### config.mk
export PLATFORM = sky130hd
export DESIGN_NAME = xray_line_capture
export DESIGN_NICKNAME = d
export VERILOG_FILES = /design/src/rtl/xray_line_capture.sv
export SDC_FILE = /design/constraint.sdc
export NUM_CORES = 1
export LEC_CHECK = 0
export CAP_MARGIN = 25
export CELL_PAD_IN_SITES_DETAIL_PLACEMENT = 1
export CELL_PAD_IN_SITES_GLOBAL_PLACEMENT = 1
export CORE_MARGIN = 2
export CORE_UTILIZATION = 47
export CTS_BUF_LIST = sky130_fd_sc_hd__clkbuf_16
export DETAILED_ROUTE_END_ITERATION = 7
export PLACE_DENSITY_LB_ADDON = 0.2
export SLEW_MARGIN = 20
export SYNTH_ARGS = -nofsm -noshare
export SYNTH_HDL_FRONTEND = slang
export SYNTH_SLANG_ARGS = --single-unit
export TNS_END_PERCENT = 100
### constraint.sdc
create_clock -name CLK -period 3 [get_ports CLK]
set_input_delay 0.3 -clock CLK [delete_from_list [all_inputs] [get_ports CLK]]
set_output_delay 0.3 -clock CLK [all_outputs]
set_load 0.03 [all_outputs]
### src/rtl/xray_line_capture.sv
// Line capture for the X-ray sensor readout: frames each line from SENRST/SENCLK,
// samples the ADC a fixed delay after each pixel clock and streams captured pixels out of a FIFO.
module xray_line_capture #(
  parameter int DATA_W     = 12,
  parameter int NUM_PIX    = 128,
  parameter int SKIP_PIX   = 2,
  parameter int SAMPLE_DLY = 625,
  parameter int FIFO_DEPTH = 16
) (
  input  logic              CLK,
  input  logic              RST_N,
  input  logic              ENABLE,
  input  logic              SENCLK,
  input  logic              SENRST,
  input  logic [DATA_W-1:0] ADC_DATA,
  output logic [DATA_W-1:0] OUT_DATA,
  output logic              OUT_SOL,
  output logic              OUT_EOL,
  output logic              OUT_VALID,
  input  logic              OUT_READY,
  input  logic              CLR_ERR,
  output logic              OVF,
  output logic              SHORT_LINE,
  output logic [15:0]       LINE_CNT,
  output logic              BUSY
);

  localparam int WORD_W  = DATA_W + 2;
  localparam int PTR_W   = $clog2(FIFO_DEPTH);
  localparam int OCC_W   = PTR_W + 1;
  localparam int PIX_MAX = (NUM_PIX > SKIP_PIX) ? NUM_PIX : SKIP_PIX;
  localparam int CNT_W   = $clog2(PIX_MAX + 1);
  localparam int DLY_W   = 12;

  localparam logic [DLY_W-1:0] DLY_LOAD  = DLY_W'(SAMPLE_DLY);
  localparam logic [CNT_W-1:0] SKIP_LAST = CNT_W'((SKIP_PIX > 0) ? SKIP_PIX - 1 : 0);
  localparam logic [CNT_W-1:0] PIX_LAST  = CNT_W'(NUM_PIX - 1);
  localparam logic [OCC_W-1:0] FULL_OCC  = OCC_W'(FIFO_DEPTH);

  typedef enum logic [1:0] {
    S_IDLE,
    S_SKIP,
    S_CAP
  } state_t;

  state_t             state;
  logic [CNT_W-1:0]   pix_cnt;
  logic [DLY_W-1:0]   dly_cnt;
  logic               senclk_q;
  logic               senrst_q;

  logic               senclk_rise;
  logic               senrst_rise;
  logic               line_start;
  logic               strobe;
  state_t             restart_state;

  logic [WORD_W-1:0]  mem [FIFO_DEPTH];
  logic [PTR_W-1:0]   wr_ptr;
  logic [PTR_W-1:0]   rd_ptr;
  logic [OCC_W-1:0]   occ;
  logic [WORD_W-1:0]  push_word;
  logic [WORD_W-1:0]  rd_word;
  logic               push;
  logic               pop;
  logic               fifo_full;
  logic               wr_en;
  logic               ovf_set;
  logic               short_set;

  // NOTE: sequential state is assigned with <= so every register samples the
  // pre-edge values of its neighbours, regardless of block ordering.
  always_ff @(posedge CLK or negedge RST_N) begin
    if (!RST_N) begin
      senclk_q <= 1'b0;
      senrst_q <= 1'b0;
    end else begin
      senclk_q <= SENCLK;
      senrst_q <= SENRST;
    end
  end

  assign senclk_rise = SENCLK & ~senclk_q;
  assign senrst_rise = SENRST & ~senrst_q;

  // A SENRST rise only starts a line from IDLE when enabled, but always aborts a running line.
  assign line_start    = senrst_rise & ((state != S_IDLE) | ENABLE);
  assign strobe        = (dly_cnt == DLY_W'(1)) & ~line_start;
  assign restart_state = (SKIP_PIX == 0) ? S_CAP : S_SKIP;

  // Line start cancels any pending sample and swallows a coincident SENCLK rise.
  always_ff @(posedge CLK or negedge RST_N) begin
    if (!RST_N) begin
      dly_cnt <= '0;
    end else if (line_start) begin
      dly_cnt <= '0;
    end else if (senclk_rise) begin
      dly_cnt <= DLY_LOAD;
    end else if (dly_cnt != '0) begin
      dly_cnt <= dly_cnt - DLY_W'(1);
    end
  end

  always_ff @(posedge CLK or negedge RST_N) begin
    if (!RST_N) begin
      state    <= S_IDLE;
      pix_cnt  <= '0;
      LINE_CNT <= '0;
    end else if (line_start) begin
      state   <= restart_state;
      pix_cnt <= '0;
    end else begin
      case (state)
        S_IDLE: ;
        S_SKIP: begin
          if (strobe) begin
            if (pix_cnt == SKIP_LAST) begin
              state   <= S_CAP;
              pix_cnt <= '0;
            end else begin
              pix_cnt <= pix_cnt + CNT_W'(1);
            end
          end
        end
        S_CAP: begin
          // The line ends on the EOL strobe even if the FIFO had to drop that word.
          if (strobe) begin
            if (pix_cnt == PIX_LAST) begin
              state    <= S_IDLE;
              pix_cnt  <= '0;
              LINE_CNT <= LINE_CNT + 16'd1;
            end else begin
              pix_cnt <= pix_cnt + CNT_W'(1);
            end
          end
        end
        default: state <= S_IDLE;
      endcase
    end
  end

  assign BUSY = (state != S_IDLE);

  assign push      = strobe & (state == S_CAP);
  assign push_word = {ADC_DATA, (pix_cnt == '0), (pix_cnt == PIX_LAST)};
  assign pop       = OUT_VALID & OUT_READY;
  assign fifo_full = (occ == FULL_OCC);
  assign wr_en     = push & (~fifo_full | pop);
  assign ovf_set   = push & fifo_full & ~pop;
  assign short_set = line_start & (state == S_CAP);

  // NOTE: the storage array carries no reset; only pointers and occupancy need
  // one, and reads are masked while the FIFO is empty.
  always_ff @(posedge CLK) begin
    if (wr_en) begin
      mem[wr_ptr] <= push_word;
    end
  end

  always_ff @(posedge CLK or negedge RST_N) begin
    if (!RST_N) begin
      wr_ptr <= '0;
      rd_ptr <= '0;
      occ    <= '0;
    end else begin
      if (wr_en) begin
        wr_ptr <= wr_ptr + PTR_W'(1);
      end
      if (pop) begin
        rd_ptr <= rd_ptr + PTR_W'(1);
      end
      case ({wr_en, pop})
        2'b10:   occ <= occ + OCC_W'(1);
        2'b01:   occ <= occ - OCC_W'(1);
        default: occ <= occ;
      endcase
    end
  end

  assign OUT_VALID = (occ != '0);
  assign rd_word   = mem[rd_ptr];
  assign OUT_DATA  = OUT_VALID ? rd_word[WORD_W-1:2] : '0;
  assign OUT_SOL   = OUT_VALID & rd_word[1];
  assign OUT_EOL   = OUT_VALID & rd_word[0];

  // Sticky error flags: a set event in the same cycle as CLR_ERR wins.
  always_ff @(posedge CLK or negedge RST_N) begin
    if (!RST_N) begin
      OVF        <= 1'b0;
      SHORT_LINE <= 1'b0;
    end else begin
      OVF        <= ovf_set   | (OVF & ~CLR_ERR);
      SHORT_LINE <= short_set | (SHORT_LINE & ~CLR_ERR);
    end
  end

endmodule

==> flow_summary.ini <==
[outcome]
status = completed

[routing]
wl_met2_mm = 13.3
drtAntennaViolNets = 0
drt_iter0_markers = 403
post_drt_wl_per_cell_um = 23.8
wl_met1_mm = 11.2
drt-total-wl_mm = 26.3
met3_length_mm = 1.21
vias_per_cell = 5.65
top_layer = met4
drc_errors = 0
vias = 6240
drtPass1Iterations = 5

[pwr]
pwr-share-clk = 0.303
p_total_mw = 11.8
comb_power_share = 0.314
sw_frac_of_total = 0.290
seq_power_share = 0.383
ir_drop_mv = 0.467
p_int_mw = 8.35
power.leakage_nw = 4.96
p_sw_mw = 3.41
p_per_area_mw_per_mm2 = 839

[sta]
fin_skew_ps = 18.4
tightest_slew_ps = 797
rsz0062_at_grt = true
period_needed_ps = 2960
hold_slack_ps = 237
max_freq_mhz = 338
hold_violations = 0
final-setup-viol-count = 0
max-slew-margin-rel = 0.469
finalCritPeriodShare = 0.987
finalMaxSlewViolations = 0

[die]
core_area_sq_mm = 0.0242
io_pins = 53
start_util = 0.477
die_width_um = 161
dieArea_sq_mm = 0.0259
die_h_um = 161
rows = 57

[clock_tree]
htree_levels = 1
clk_pin_slew_ps = 60
cts_buffers = 30
clkLatencyLatePin_ps = 560
cts-root-buf = clkbuf_16
cts_tree = yes
clkSinkCount = 279
cts_buffer_depth = 3

[job]
drv_cap = 0

[yosys]
synth_flop_cell = edfxtp_1
synth_top_cell_area_share = 0.582
yosysTopAreaCell = edfxtp_1
yosysMostFrequentCell = edfxtp_1
ys_top_cells_by_area = edfxtp_1, mux4_2, dfrtp_1, xnor2_1, ha_1
yosys_register_bits = 279
synth_edf_count = 224
syn_nets = 664
syn_inst = 629
synthTopCellsByCount = edfxtp_1, mux4_2, dfrtp_1
yosysSeqAreaShare = 0.700
avgSynthCellArea_sq_um = 18.4
yosysUniqueCellTypes = 57
ys_warn_count = 0
synthArstFlopShare = 0.197
netlist_area_sq_mm = 0.0116

[global_route]
grt_pass1_vias = 6967
grt-ovfl-total = 0
antenna_found_initial = 0
grt_start_max_net_pins = 34
grt_pass1_wl_mm = 40.9
track_usage = 0.208

[critical_path]
cp_top_family = multiplexers
path_class = reg2out
reg2reg_slack_ps = 240
slowest_delay_ps = 490
end_kind = output port
cp_num_buf_inv = 4
crit_chain = buf_6 > buf_12 > buf_4 > mux4_2 > mux4_2 > nor2b_2 > buf_6
critPathSlowestCell = dfrtp_4
cp_max_fo = 5
cp.arrival_ps = 2660
crit_required_ps = 2700
start_kind = flip-flop

[layout]
diodes = 0
multi_input_area_sq_mm = 0.00331
syn_to_final_growth_pct = 21.2
final_core_util = 0.578
fillCellCount = 2170
nNetsFinal = 791
drive_above_1_share = 0.288
seq_area_sq_mm = 0.00811

[placement]
hpwl_mm = 17.0
io_buffers = 52
gp_congestion = 0.800

[worst_hold_path]
hold_path_class = in2reg
[cells in the final DEF (no fill, tap or decap), drive strengths merged, types with 3 or more instances in the layout]
master	instances
o21ai	7
or2	4
o31ai	5
a21oi	10
nor2	26
edfxtp	224
a21o	3
nand2	25
nor4	5
a31oi	4
nor3	11
inv	24
clkdlybuf4s50	37
buf	78
nor2b	17
mux2i	3
clkbuf	32
nand2b	9
nand4	7
xnor2	25
nand3	13
mux2	3
bufinv	3
nor4b	3
and3	7
clkinv	17
ha	15
xor2	5
mux4	70
dfrtp	55
and4	3
o211ai	4
or4	3
[cell families (layout without fill, tap and decap cells)]
logic type | after synthesis | in the layout | share of synthesized area
AOI/OAI and AO/OA | 44 | 44 | 0.0268
xor gates and xnor gates | 30 | 30 | 0.0227
adders and majority gates | 16 | 16 | 0.0180
buffers and inverters | 42 | 193 | 0.0171
DFF | 279 | 279 | 0.700
muxes | 76 | 76 | 0.142
and+or+nand+nor | 142 | 142 | 0.0731
[layout make-up]
cell class / instances / share of cell area
Clock inverter: 26 / 0.0154
Sequential cell: 279 / 0.578
Inverter: 19 / 0.00509
Clock buffer: 30 / 0.0535
Multi-Input combinational cell: 308 / 0.236
Tap cell: 324 / 0.0289
Timing Repair Buffer: 118 / 0.0826
[path summary, 6_finish.rpt]
kind                               from           end  depth (start not counted)
hold / removal                   SENRST      senrst_q                          1
setup / recovery              rd_ptr[0]  OUT_DATA[11]                          7
hold reg to reg            LINE_CNT[15]  LINE_CNT[15]                          1
max in group asynchronous         RST_N     rd_ptr[0]                          3
setup reg to reg             dly_cnt[6]   mem[12][11]                          6
min in group asynchronous         RST_N  LINE_CNT[15]                          2
[power by group through the flow]
stage / Clock [mW] / Combinational (mW) / Sequential (mW)
CTS: 3.64 / 3.64 / 4.50
floorplan: 0 / 2.42 / 4.51
detailed placement: 0 / 3.42 / 4.65
global route: 3.78 / 3.97 / 4.52
finish: 3.56 / 3.70 / 4.51
global placement: 0 / 3.32 / 4.64
[per-stage QoR]
step / TNS [ps] / setup WS, ps / cell area [sq um] / instances
final: 0 / 37.8 / 14000 / 1104
after floorplan: 0 / 77.7 / 11600 / 629
after CTS: -182 / -84.0 / 14000 / 1100
after global placement: 0 / 178 / 12900 / 1036
after global routing: -145 / -35.3 / 14000 / 1104
after detailed placement: 0 / 109 / 12900 / 1036
[state kept, by name (all words and copies together) (netlist names), 2 cells and up]
register / cells
mem: 224
dly_cnt: 12
pix_cnt: 8
LINE_CNT: 16
occ: 5
state: 2
wr_ptr: 4
rd_ptr: 4
[layer usage]
| layer | up-vias | GRT usage |
|---|---|---|
| met1 | 3284 | 0.282 |
| met4 | 0 | 0.0536 |
| met5 | - | 0 |
| li1 | 2758 | - |
| met3 | 44 | 0.0320 |
| met2 | 154 | 0.357 |
[timing repair]
item,4_1_cts,5_1_grt
hold buffers,1,0
setup endpoints to repair,14,12
setup buffers,6,3
pin swaps,0,0
gates resized for setup,46,15
cloned,1,1
endpoints found under the hold margin,31,0
Power figures use the tool's default switching activity.
